### src/rtl/axi_define.svh
// Shared AXI field widths for the read-path blocks.
// ARID_S is wider than ARID_M so the owning master's index can be prepended to the ID.
`ifndef AXI_DEFINE_SVH
`define AXI_DEFINE_SVH

`define AXI_ID_BITS    4
`define AXI_IDS_BITS   8
`define AXI_ADDR_BITS  32
`define AXI_DATA_BITS  32
`define AXI_LEN_BITS   8
`define AXI_SIZE_BITS  3
`define AXI_BURST_BITS 2
`define AXI_RESP_BITS  2

`endif

### src/rtl/axi_arb_pkg.sv
// Shared types for the AXI read arbiter: FSM state encoding and the master index type.
package axi_arb_pkg;

  typedef enum logic [1:0] {
    S_IDLE = 2'd0,
    S_ADDR = 2'd1,
    S_DATA = 2'd2
  } arb_state_e;

  localparam int ARB_MIDX_BITS = 2;
  typedef logic [ARB_MIDX_BITS-1:0] midx_t;

endpackage

### src/rtl/arb_pick.sv
// Combinational winner select over the per-master request vector.
// ARB_RR_EN: round-robin search starting at ptr; otherwise fixed priority, lowest index wins.
module arb_pick #(
  parameter int NUM_M     = 2,
  parameter int MIDX_BITS = 2
) (
`ifdef ARB_RR_EN
  input  logic [MIDX_BITS-1:0] ptr,
`endif
  input  logic [NUM_M-1:0]     req,
  output logic                 any,
  output logic [MIDX_BITS-1:0] winner
);

`ifdef ARB_RR_EN
  int cand;

  // Walk from the farthest candidate back to ptr so the first hit after ptr is written last.
  always_comb begin
    any    = |req;
    winner = '0;
    cand   = 0;
    for (int i = NUM_M - 1; i >= 0; i--) begin
      cand = int'(ptr) + i;
      if (cand >= NUM_M) cand = cand - NUM_M;
      for (int j = 0; j < NUM_M; j++) begin
        if (j == cand && req[j]) winner = MIDX_BITS'(j);
      end
    end
  end
`else
  always_comb begin
    any    = |req;
    winner = '0;
    for (int i = NUM_M - 1; i >= 0; i--) begin
      if (req[i]) winner = MIDX_BITS'(i);
    end
  end
`endif

endmodule

### src/rtl/axi_read_arbiter.sv
// N-master to 1-slave AXI read arbiter, one transaction in flight; grant held until RLAST.
// Optional macro ARB_RR_EN selects round-robin arbitration (default: fixed priority).
`include "axi_define.svh"

module axi_read_arbiter
  import axi_arb_pkg::*;
#(
  parameter int NUM_M     = 2,
  parameter int MIDX_BITS = 2
) (
  input  logic                                  clk,
  input  logic                                  rst,
  input  logic [NUM_M*`AXI_ID_BITS-1:0]         ARID_M,
  input  logic [NUM_M*`AXI_ADDR_BITS-1:0]       ARADDR_M,
  input  logic [NUM_M*`AXI_LEN_BITS-1:0]        ARLEN_M,
  input  logic [NUM_M*`AXI_SIZE_BITS-1:0]       ARSIZE_M,
  input  logic [NUM_M*`AXI_BURST_BITS-1:0]      ARBURST_M,
  input  logic [NUM_M-1:0]                      ARVALID_M,
  output logic [NUM_M-1:0]                      ARREADY_M,
  output logic [NUM_M*`AXI_ID_BITS-1:0]         RID_M,
  output logic [NUM_M*`AXI_DATA_BITS-1:0]       RDATA_M,
  output logic [NUM_M*`AXI_RESP_BITS-1:0]       RRESP_M,
  output logic [NUM_M-1:0]                      RLAST_M,
  output logic [NUM_M-1:0]                      RVALID_M,
  input  logic [NUM_M-1:0]                      RREADY_M,
  output logic [`AXI_IDS_BITS-1:0]              ARID_S,
  output logic [`AXI_ADDR_BITS-1:0]             ARADDR_S,
  output logic [`AXI_LEN_BITS-1:0]              ARLEN_S,
  output logic [`AXI_SIZE_BITS-1:0]             ARSIZE_S,
  output logic [`AXI_BURST_BITS-1:0]            ARBURST_S,
  output logic                                  ARVALID_S,
  input  logic                                  ARREADY_S,
  input  logic [`AXI_IDS_BITS-1:0]              RID_S,
  input  logic [`AXI_DATA_BITS-1:0]             RDATA_S,
  input  logic [`AXI_RESP_BITS-1:0]             RRESP_S,
  input  logic                                  RLAST_S,
  input  logic                                  RVALID_S,
  output logic                                  RREADY_S,
  output logic [MIDX_BITS-1:0]                  grant_idx,
  output logic                                  busy
);

  localparam int IDW  = `AXI_ID_BITS;
  localparam int IDSW = `AXI_IDS_BITS;
  localparam int AW   = `AXI_ADDR_BITS;
  localparam int LW   = `AXI_LEN_BITS;
  localparam int SW   = `AXI_SIZE_BITS;
  localparam int BW   = `AXI_BURST_BITS;

  arb_state_e state_q, state_d;
  logic [MIDX_BITS-1:0] grant_q;
  logic [IDW-1:0]       id_q;
  logic [AW-1:0]        addr_q;
  logic [LW-1:0]        len_q;
  logic [SW-1:0]        size_q;
  logic [BW-1:0]        burst_q;

  logic                 pick_any;
  logic [MIDX_BITS-1:0] pick_idx;
  logic [IDW-1:0]       win_id;
  logic [AW-1:0]        win_addr;
  logic [LW-1:0]        win_len;
  logic [SW-1:0]        win_size;
  logic [BW-1:0]        win_burst;
  logic [IDSW-IDW-1:0]  grant_ext;

`ifdef ARB_RR_EN
  logic [MIDX_BITS-1:0] ptr_q;
`endif

  arb_pick #(
    .NUM_M     (NUM_M),
    .MIDX_BITS (MIDX_BITS)
  ) u_pick (
`ifdef ARB_RR_EN
    .ptr    (ptr_q),
`endif
    .req    (ARVALID_M),
    .any    (pick_any),
    .winner (pick_idx)
  );

  always_comb begin
    win_id    = '0;
    win_addr  = '0;
    win_len   = '0;
    win_size  = '0;
    win_burst = '0;
    for (int m = 0; m < NUM_M; m++) begin
      if (pick_idx == MIDX_BITS'(m)) begin
        win_id    = ARID_M[m*IDW +: IDW];
        win_addr  = ARADDR_M[m*AW +: AW];
        win_len   = ARLEN_M[m*LW +: LW];
        win_size  = ARSIZE_M[m*SW +: SW];
        win_burst = ARBURST_M[m*BW +: BW];
      end
    end
  end

  // Channel steering toward the owner; non-owners see idle handshakes.
  always_comb begin
    ARREADY_M = '0;
    RVALID_M  = '0;
    RREADY_S  = 1'b0;
    for (int m = 0; m < NUM_M; m++) begin
      if (grant_q == MIDX_BITS'(m)) begin
        if (state_q == S_ADDR) ARREADY_M[m] = ARREADY_S;
        if (state_q == S_DATA) begin
          RVALID_M[m] = RVALID_S;
          RREADY_S    = RREADY_M[m];
        end
      end
    end
  end

  always_comb begin
    state_d = state_q;
    unique case (state_q)
      S_IDLE:  if (pick_any) state_d = S_ADDR;
      S_ADDR:  if (ARREADY_S) state_d = S_DATA;
      S_DATA:  if (RVALID_S && RREADY_S && RLAST_S) state_d = S_IDLE;
      default: state_d = S_IDLE;
    endcase
  end

  always_ff @(posedge clk) begin
    if (rst) begin
      state_q <= S_IDLE;
      grant_q <= '0;
      id_q    <= '0;
      addr_q  <= '0;
      len_q   <= '0;
      size_q  <= '0;
      burst_q <= '0;
`ifdef ARB_RR_EN
      ptr_q   <= '0;
`endif
    end else begin
      state_q <= state_d;
      if (state_q == S_IDLE && pick_any) begin
        grant_q <= pick_idx;
        id_q    <= win_id;
        addr_q  <= win_addr;
        len_q   <= win_len;
        size_q  <= win_size;
        burst_q <= win_burst;
`ifdef ARB_RR_EN
        if (int'(pick_idx) == NUM_M - 1) ptr_q <= '0;
        else                             ptr_q <= pick_idx + 1'b1;
`endif
      end
    end
  end

  assign grant_ext = (IDSW-IDW)'(grant_q);
  assign ARVALID_S = (state_q == S_ADDR);
  assign ARID_S    = {grant_ext, id_q};
  assign ARADDR_S  = addr_q;
  assign ARLEN_S   = len_q;
  assign ARSIZE_S  = size_q;
  assign ARBURST_S = burst_q;

  assign RID_M     = {NUM_M{RID_S[IDW-1:0]}};
  assign RDATA_M   = {NUM_M{RDATA_S}};
  assign RRESP_M   = {NUM_M{RRESP_S}};
  assign RLAST_M   = {NUM_M{RLAST_S}};

  assign grant_idx = grant_q;
  assign busy      = (state_q != S_IDLE);

  // Slaves echo ARID, so the routing tag on returning beats must name the current owner.
  always_ff @(posedge clk) begin
    if (!rst && state_q == S_DATA && RVALID_S) begin
      assert (RID_S[IDSW-1:IDW] == grant_ext);
    end
  end

endmodule
### config.mk
export PLATFORM = sky130hd
export DESIGN_NAME = axi_read_arbiter
export DESIGN_NICKNAME = d
export VERILOG_FILES = /design/src/rtl/axi_arb_pkg.sv /design/src/rtl/arb_pick.sv /design/src/rtl/axi_read_arbiter.sv
export VERILOG_INCLUDE_DIRS = /design/src /design/src/rtl
export SDC_FILE = /design/constraint.sdc
export NUM_CORES = 1
export LEC_CHECK = 0
export ABC_AREA = 1
export CORE_AREA = 4 4 109 111
export DETAILED_ROUTE_END_ITERATION = 10
export DIE_AREA = 0 0 113 115
export PLACE_DENSITY = 0.78
export SKIP_LAST_GASP = 1
export SYNTH_ARGS = -nofsm -noshare
export SYNTH_HDL_FRONTEND = slang
export SYNTH_HIERARCHICAL = 1
export SYNTH_SLANG_ARGS = --single-unit
### constraint.sdc
create_clock -name clk -period 2.29 [get_ports clk]
set_clock_uncertainty 0.05 [all_clocks]
set_input_delay 0.458 -clock clk [delete_from_list [all_inputs] [get_ports clk]]
set_output_delay 0.458 -clock clk [all_outputs]
set_load 0.01 [all_outputs]
==> impl_metrics.yaml, run 1 <==
die:
  die_h_um: 115
  start_util: 0.310
  core.rowCount: 38
  core_area_um2: 10800
  ioPinCount: 289
  dieWidth_um: 113
  dieArea_um2: 13000
placed_design:
  placed_area_um2: 4530
  pre_cts_ws_ns: -0.0724
  post-dp-hpwl_um: 7320
  dp.cells: 707
  io_buffers: 168
  place_congestion: 0.895
worst_setup_path:
  crit_slowest_cell: "clkdlybuf4s50_1"
  cp_top_family: "buffers and inverters"
  crit_chain: "clkdlybuf4s50_1 > inv_1 > nor4_1 > dlygate4sd2_1"
  startpoint_type: "primary input"
  regToRegStartpoint: "state_q[1]"
  worstSetupPathType: "primary input to output port"
  rrSetupSlack_ns: 1.04
  worstPathMaxFanout: 2
  r2r_cells: 5
  cp.arrival_ns: 1.57
  path_buf_inv: 3
  r2r_end: "grant_idx[0]"
  endpoint_kind: "output port"
  cp_slowest_stage_delay_ns: 0.48
  cp.required_ns: 1.78
synth:
  async_flop_share: 0
  muxShareOfSynthArea: 0
  synth_compound_area_frac: 0.167
  syn_area_per_cell_um2: 6.64
  syn_inst: 503
  yosys.area.top_type_share: 0.317
  synthAdderAreaFrac: 0
  seq_area_frac_synth: 0.317
  ys.flop_type: "dfxtp_1"
  yosys.area_share.simple: 0.215
  synth_common_cells: "nor2_1, o21ai_0, buf_4"
  syn_area_um2: 3340
  synth_most_common_cell: "nor2_1"
  yosys_warnings: 6
  synth_top_area_cell: "dfxtp_1"
  synth_top_family_by_area: "buffers and inverters"
  yosysUniqueCellTypes: 21
  synth_seq_cells: 53
  synth_xor_area_frac: 0
  synth_edf_count: 0
  yosys-top-cells-area: "dfxtp_1, buf_4, o21ai_0"
timing:
  grt_setup_unrepaired: "no"
  period_needed_ns: 2.07
  finalHoldViolations: 0
  fin_ws_ns: 0.215
  fin_crit_sh: 0.906
  setup_viol: 0
  fmax_mhz: 482
  holdWs_ns: 0.483
  tns_ns: 0
  final_max_slew_viol_count: 0
hold_path:
  holdPathEnd: "ARADDR_S[14]"
  hold_path.class: "register to register"
  worstHoldPathCells: 2
  min_from: "ARADDR_S[14]"
grt:
  grt_max_degree: 51
  antenna_found_initial: 0
  grt_pass1_wl_um: 15800
  grt_pass1_vias: 3360
  overflow: 0
  grt_usage: 0.145
clocking:
  htreeDepth: 2
  clkTransAtPathRegs_ns: 0.10
  clk_path_buf_depth: 2
  root_buffer: "clkbuf_8"
  numCtsBuffers: 5
  clock_latency_ns: 0.29
  postCtsHoldBufs: 0
  cts_tree: "yes"
  clkSinkCount: 53
detailed_routing:
  routed_wl_um: 9670
  vias_per_cell: 4.58
  vias: 3275
  first_pass_iters: 4
  ant_nets: 0
  drt_iter0_markers: 205
  routedWlPerCell_um: 13.5
  drc: 0
power:
  power_frac_seq: 0.413
  power_frac_comb: 0.339
  power_leakage_nw: 1.99
  clkPwrFrac: 0.248
  swShare: 0.291
  p_total_mw: 2.65
  p_per_area_nw_per_um2: 570
  power_switching_mw: 0.772
  intPower_mw: 1.88
  vdd_drop_max_v: 0.000291
cells_and_area:
  antennaDiodeCount: 0
  finalInstanceArea_um2: 4660
  fill_cells: 1108
  layout-drive-gt1-share: 0.0574
  layout.nets: 723
  final_util: 0.431
  syn_to_final_growth_pct: 39.3
  instances_no_fill: 715
outcome:
  outcome: "finished clean"
flow_run:
  maxCapViolCount: 0
[cell type report]
cell class	count	area (um2)	share of cell area
clock inverter	1	30.0	0.00645
inverter	61	229	0.0492
timing repair buffer	177	1780	0.382
sequential	53	1060	0.228
multi-input combinational	276	1290	0.278
tap	140	175	0.0376
clock buffer	7	86.3	0.0185
[power groups by stage]
| stage | Combinational, mW | Sequential [mW] | Clock (mW) |
|---|---|---|---|
| after detailed placement | 0.902 | 1.11 | 0 |
| after global placement | 0.885 | 1.11 | 0 |
| after global routing | 0.994 | 1.11 | 0.729 |
| final | 0.900 | 1.09 | 0.658 |
| after CTS | 0.905 | 1.10 | 0.696 |
| after floorplan | 0.485 | 1.16 | 0 |
[cell usage in the layout (no fill, tap or decap)]
cell and count:
clkbuf_1 1, dlygate4sd2_1 2, dlymetal6s2s_1 3, conb_1 3, nand3_1 50, nor4_1 2
clkbuf_8 6, inv_1 59, bufinv_16 1, a21oi_1 4, or2_4 1, inv_2 2
buf_4 7, o21ai_2 10, nor3_1 2, dfxtp_2 1, buf_12 2, nand3_2 1
dfxtp_1 52, or2_2 1, nor2_4 1, o21ai_0 90, nand2_1 7, clkdlybuf4s50_1 163
nor2_1 104
[repair_timing]
item | CTS | global route
buffers inserted | 0 | 0
setup endpoints to repair | 4 | 3
resized for setup | 3 | 3
[registers in the layout, indices dropped and copies added, names as in the netlist]
name,cells
ARLEN_S,8
ARBURST_S,2
id_q,4
grant_idx,2
ARSIZE_S,3
state_q,2
ARADDR_S,32
[logic make-up after synthesis]
| logic type | count (synthesis) |
|---|---|
| AOI/OAI and AO/OA | 104 |
| and+or+nand+nor | 169 |
| DFF | 53 |
| buffers and inverters | 175 |
| other | 2 |
[layer usage]
| layer | vias up | GRT usage | share of wire |
|---|---|---|---|
| met5 | - | 0 | 0 |
| met3 | 14 | 0.0663 | 0.12 |
| met1 | 1448 | 0.163 | 0.40 |
| met2 | 179 | 0.252 | 0.46 |
| met4 | 0 | 0.0369 | 0.013 |
| li1 | 1634 | - | - |
[worst min-delay path, delay by kind of cell (launching register included)]
family / cells / cell delay, ns
AOI/OAI and AO/OA: 1 / 0.08
and+or+nand+nor: 1 / 0.09
DFF: 1 / 0.33
[worst max path at each step]
stage	cells past startpoint	endpoint	from
6_report	4	RVALID_M[0]	RVALID_S
5_1_grt	4	RVALID_M[0]	RVALID_S
4_1_cts	4	RVALID_M[1]	grant_idx[0]
3_5_place_dp	4	RVALID_M[0]	RVALID_S
3_3_place_gp	4	RVALID_M[0]	RVALID_S
2_1_floorplan	3	RVALID_M[1]	grant_idx[0]
No activity file was read; power rests on OpenSTA's default activity.
==> run 2, diff against run 1 <==
CORE_AREA = 4 4 111 113   (was 4 4 109 111)
DIE_AREA = 0 0 115 117   (was 0 0 113 115)
PLACE_DENSITY = 0.76   (was 0.78)
clock period = 2.1 ns   (was 2.29 ns; I/O delays follow)
==> run 2 against run 1 <==
  * Worst setup slack got worse by 0.054 ns
  * Largest power group unchanged
  * Critical path type unchanged
  * Critical endpoint is now RLAST_M[1]
  * Sequential cell count did not move
  * Utilization fell by 1.6 points
  * Largest cell class unchanged
  * Register-to-register slack got worse by 0.29 ns
  * Global-route usage fell by 1.7 points
  * Final cell count rose by 0.42%
  * Cell area rose by 0.99%
==> impl_metrics.yaml, run 2 (same netlist as run 1, synthesis figures left out) <==
outcome:
  outcome: "finished clean"
clocking:
  clk_path_buf_depth: 2
  post_cts_resized: 6
  root_buffer: "clkbuf_16"
  clkSinkCount: 53
  clkTransAtPathRegs_ns: 0.07
  cts_tree: "yes"
  postCtsSetupRepairBufs: 0
  postCtsHoldBufs: 0
  htreeDepth: 2
  clock_latency_ns: 0.28
  numCtsBuffers: 5
detailed_routing:
  first_pass_iters: 4
  vias_per_cell: 4.36
  vias: 3128
  drc: 0
  ant_nets: 0
  routed_wl_um: 9320
  drt_iter0_markers: 134
  routedWlPerCell_um: 13.0
power:
  intPower_mw: 2.17
  power_frac_seq: 0.390
  vdd_drop_max_v: 0.000332
  p_per_area_nw_per_um2: 645
  power_switching_mw: 0.863
  power_frac_comb: 0.326
  p_total_mw: 3.04
  swShare: 0.284
  clkPwrFrac: 0.284
  power_leakage_nw: 1.97
worst_setup_path:
  crit_slowest_cell: "clkdlybuf4s50_1"
  cp.required_ns: 1.63
  r2r_end: "grant_idx[0]"
  worstSetupPathDepth: 2
  critPathLaunch: "RLAST_S"
  worstPathMaxFanout: 3
  cp_slowest_stage_delay_ns: 0.55
  cp.arrival_ns: 1.47
  startpoint_type: "primary input"
  rrSetupSlack_ns: 0.75
  path_buf_inv: 2
  crit_top_cell: "clkdlybuf4s50_1"
  endpoint_kind: "output port"
  regToRegStartpoint: "state_q[1]"
  crit_end: "RLAST_M[1]"
  r2r_cells: 5
  crit_chain: "clkdlybuf4s50_1 > clkdlybuf4s50_1"
  worstSetupPathType: "primary input to output port"
  cp_top_family: "buffers and inverters"
die:
  start_util: 0.295
  die_h_um: 117
  dieWidth_um: 115
  dieArea_um2: 13500
  core.rowCount: 39
  core_area_um2: 11300
  ioPinCount: 289
cells_and_area:
  layout.nets: 723
  instances_no_fill: 718
  final_util: 0.415
  largest_reg_flops: 32
  layout-drive-gt1-share: 0.0591
  layout_common_cells: "clkdlybuf4s50_1, nor2_1, o21ai_0"
  layout_commonest_cell: "clkdlybuf4s50_1"
  antennaDiodeCount: 0
  syn_to_final_growth_pct: 40.7
timing:
  final_max_slew_viol_count: 0
  max-slew-margin-rel: 0.606
  fin_crit_sh: 0.923
  worstMarginPinSlew_ns: 0.590
  fmax_mhz: 516
  period_needed_ns: 1.94
  finalHoldViolations: 0
  setup_viol: 0
  grt_setup_unrepaired: "no"
grt:
  grt_max_degree: 53
  grt_pass1_vias: 2792
  overflow: 0
  grt_usage: 0.129
  antenna_found_initial: 0
  grt_pass1_wl_um: 14000
placed_design:
  post-dp-hpwl_um: 6790
  io_buffers: 168
  dp.cells: 710
  place_congestion: 0.739
hold_path:
  hold_path.class: "register to register"
  worstHoldPathCells: 2
flow_run:
  maxCapViolCount: 0
[run 2: power groups by stage]
stage | Combinational [mW] | Clock, mW | Sequential, mW
6_report | 0.989 | 0.862 | 1.19
5_1_grt | 1.09 | 0.949 | 1.20
4_1_cts | 0.998 | 0.913 | 1.19
3_5_place_dp | 0.997 | 0 | 1.21
3_3_place_gp | 0.991 | 0 | 1.20
2_1_floorplan | 0.529 | 0 | 1.26
[run 2: routing by layer]
| layer | GRT usage | part of all wire | vias up |
|---|---|---|---|
| met5 | 0 | 0 | - |
| li1 | - | - | 1639 |
| met1 | 0.160 | 0.43 | 1319 |
| met4 | 0.0329 | 0.016 | 0 |
| met2 | 0.203 | 0.43 | 156 |
| met3 | 0.0602 | 0.12 | 14 |
[run 2: cell type report]
type / count / area (um2)
multi-input cells: 276 / 1290
flip-flops and latches: 53 / 1060
well taps: 143 / 179
clock inverters: 1 / 5.00
clock buffers: 7 / 153
inverters: 61 / 229
fillers: 1191 / 6620
repair buffers: 177 / 1780
[run 2: through the flow]
| step | instance area (um2) | setup slack [ns] | hold WS, ns | setup TNS (ns) |
|---|---|---|---|---|
| after global placement | 4550 | -0.112 | 0.427 | -0.343 |
| after CTS | 4700 | 0.159 | 0.445 | 0 |
| final | 4700 | 0.162 | 0.446 | 0 |
| after detailed placement | 4550 | -0.104 | 0.435 | -0.353 |
| after global routing | 4700 | 0.0612 | 0.496 | 0 |
| after floorplan | 3350 | 0.575 | 0.439 | 0 |
[run 2: how the worst min path moves through the flow]
| stage | start | endpoint | slack, ns |
|---|---|---|---|
| floorplan | rst | state_q[0] | 0.44 |
| global placement | grant_idx[0] | grant_idx[0] | 0.43 |
| detailed placement | grant_idx[0] | grant_idx[0] | 0.43 |
| CTS | grant_idx[0] | grant_idx[0] | 0.44 |
| global route | grant_idx[0] | grant_idx[0] | 0.50 |
| finish | grant_idx[0] | grant_idx[0] | 0.45 |
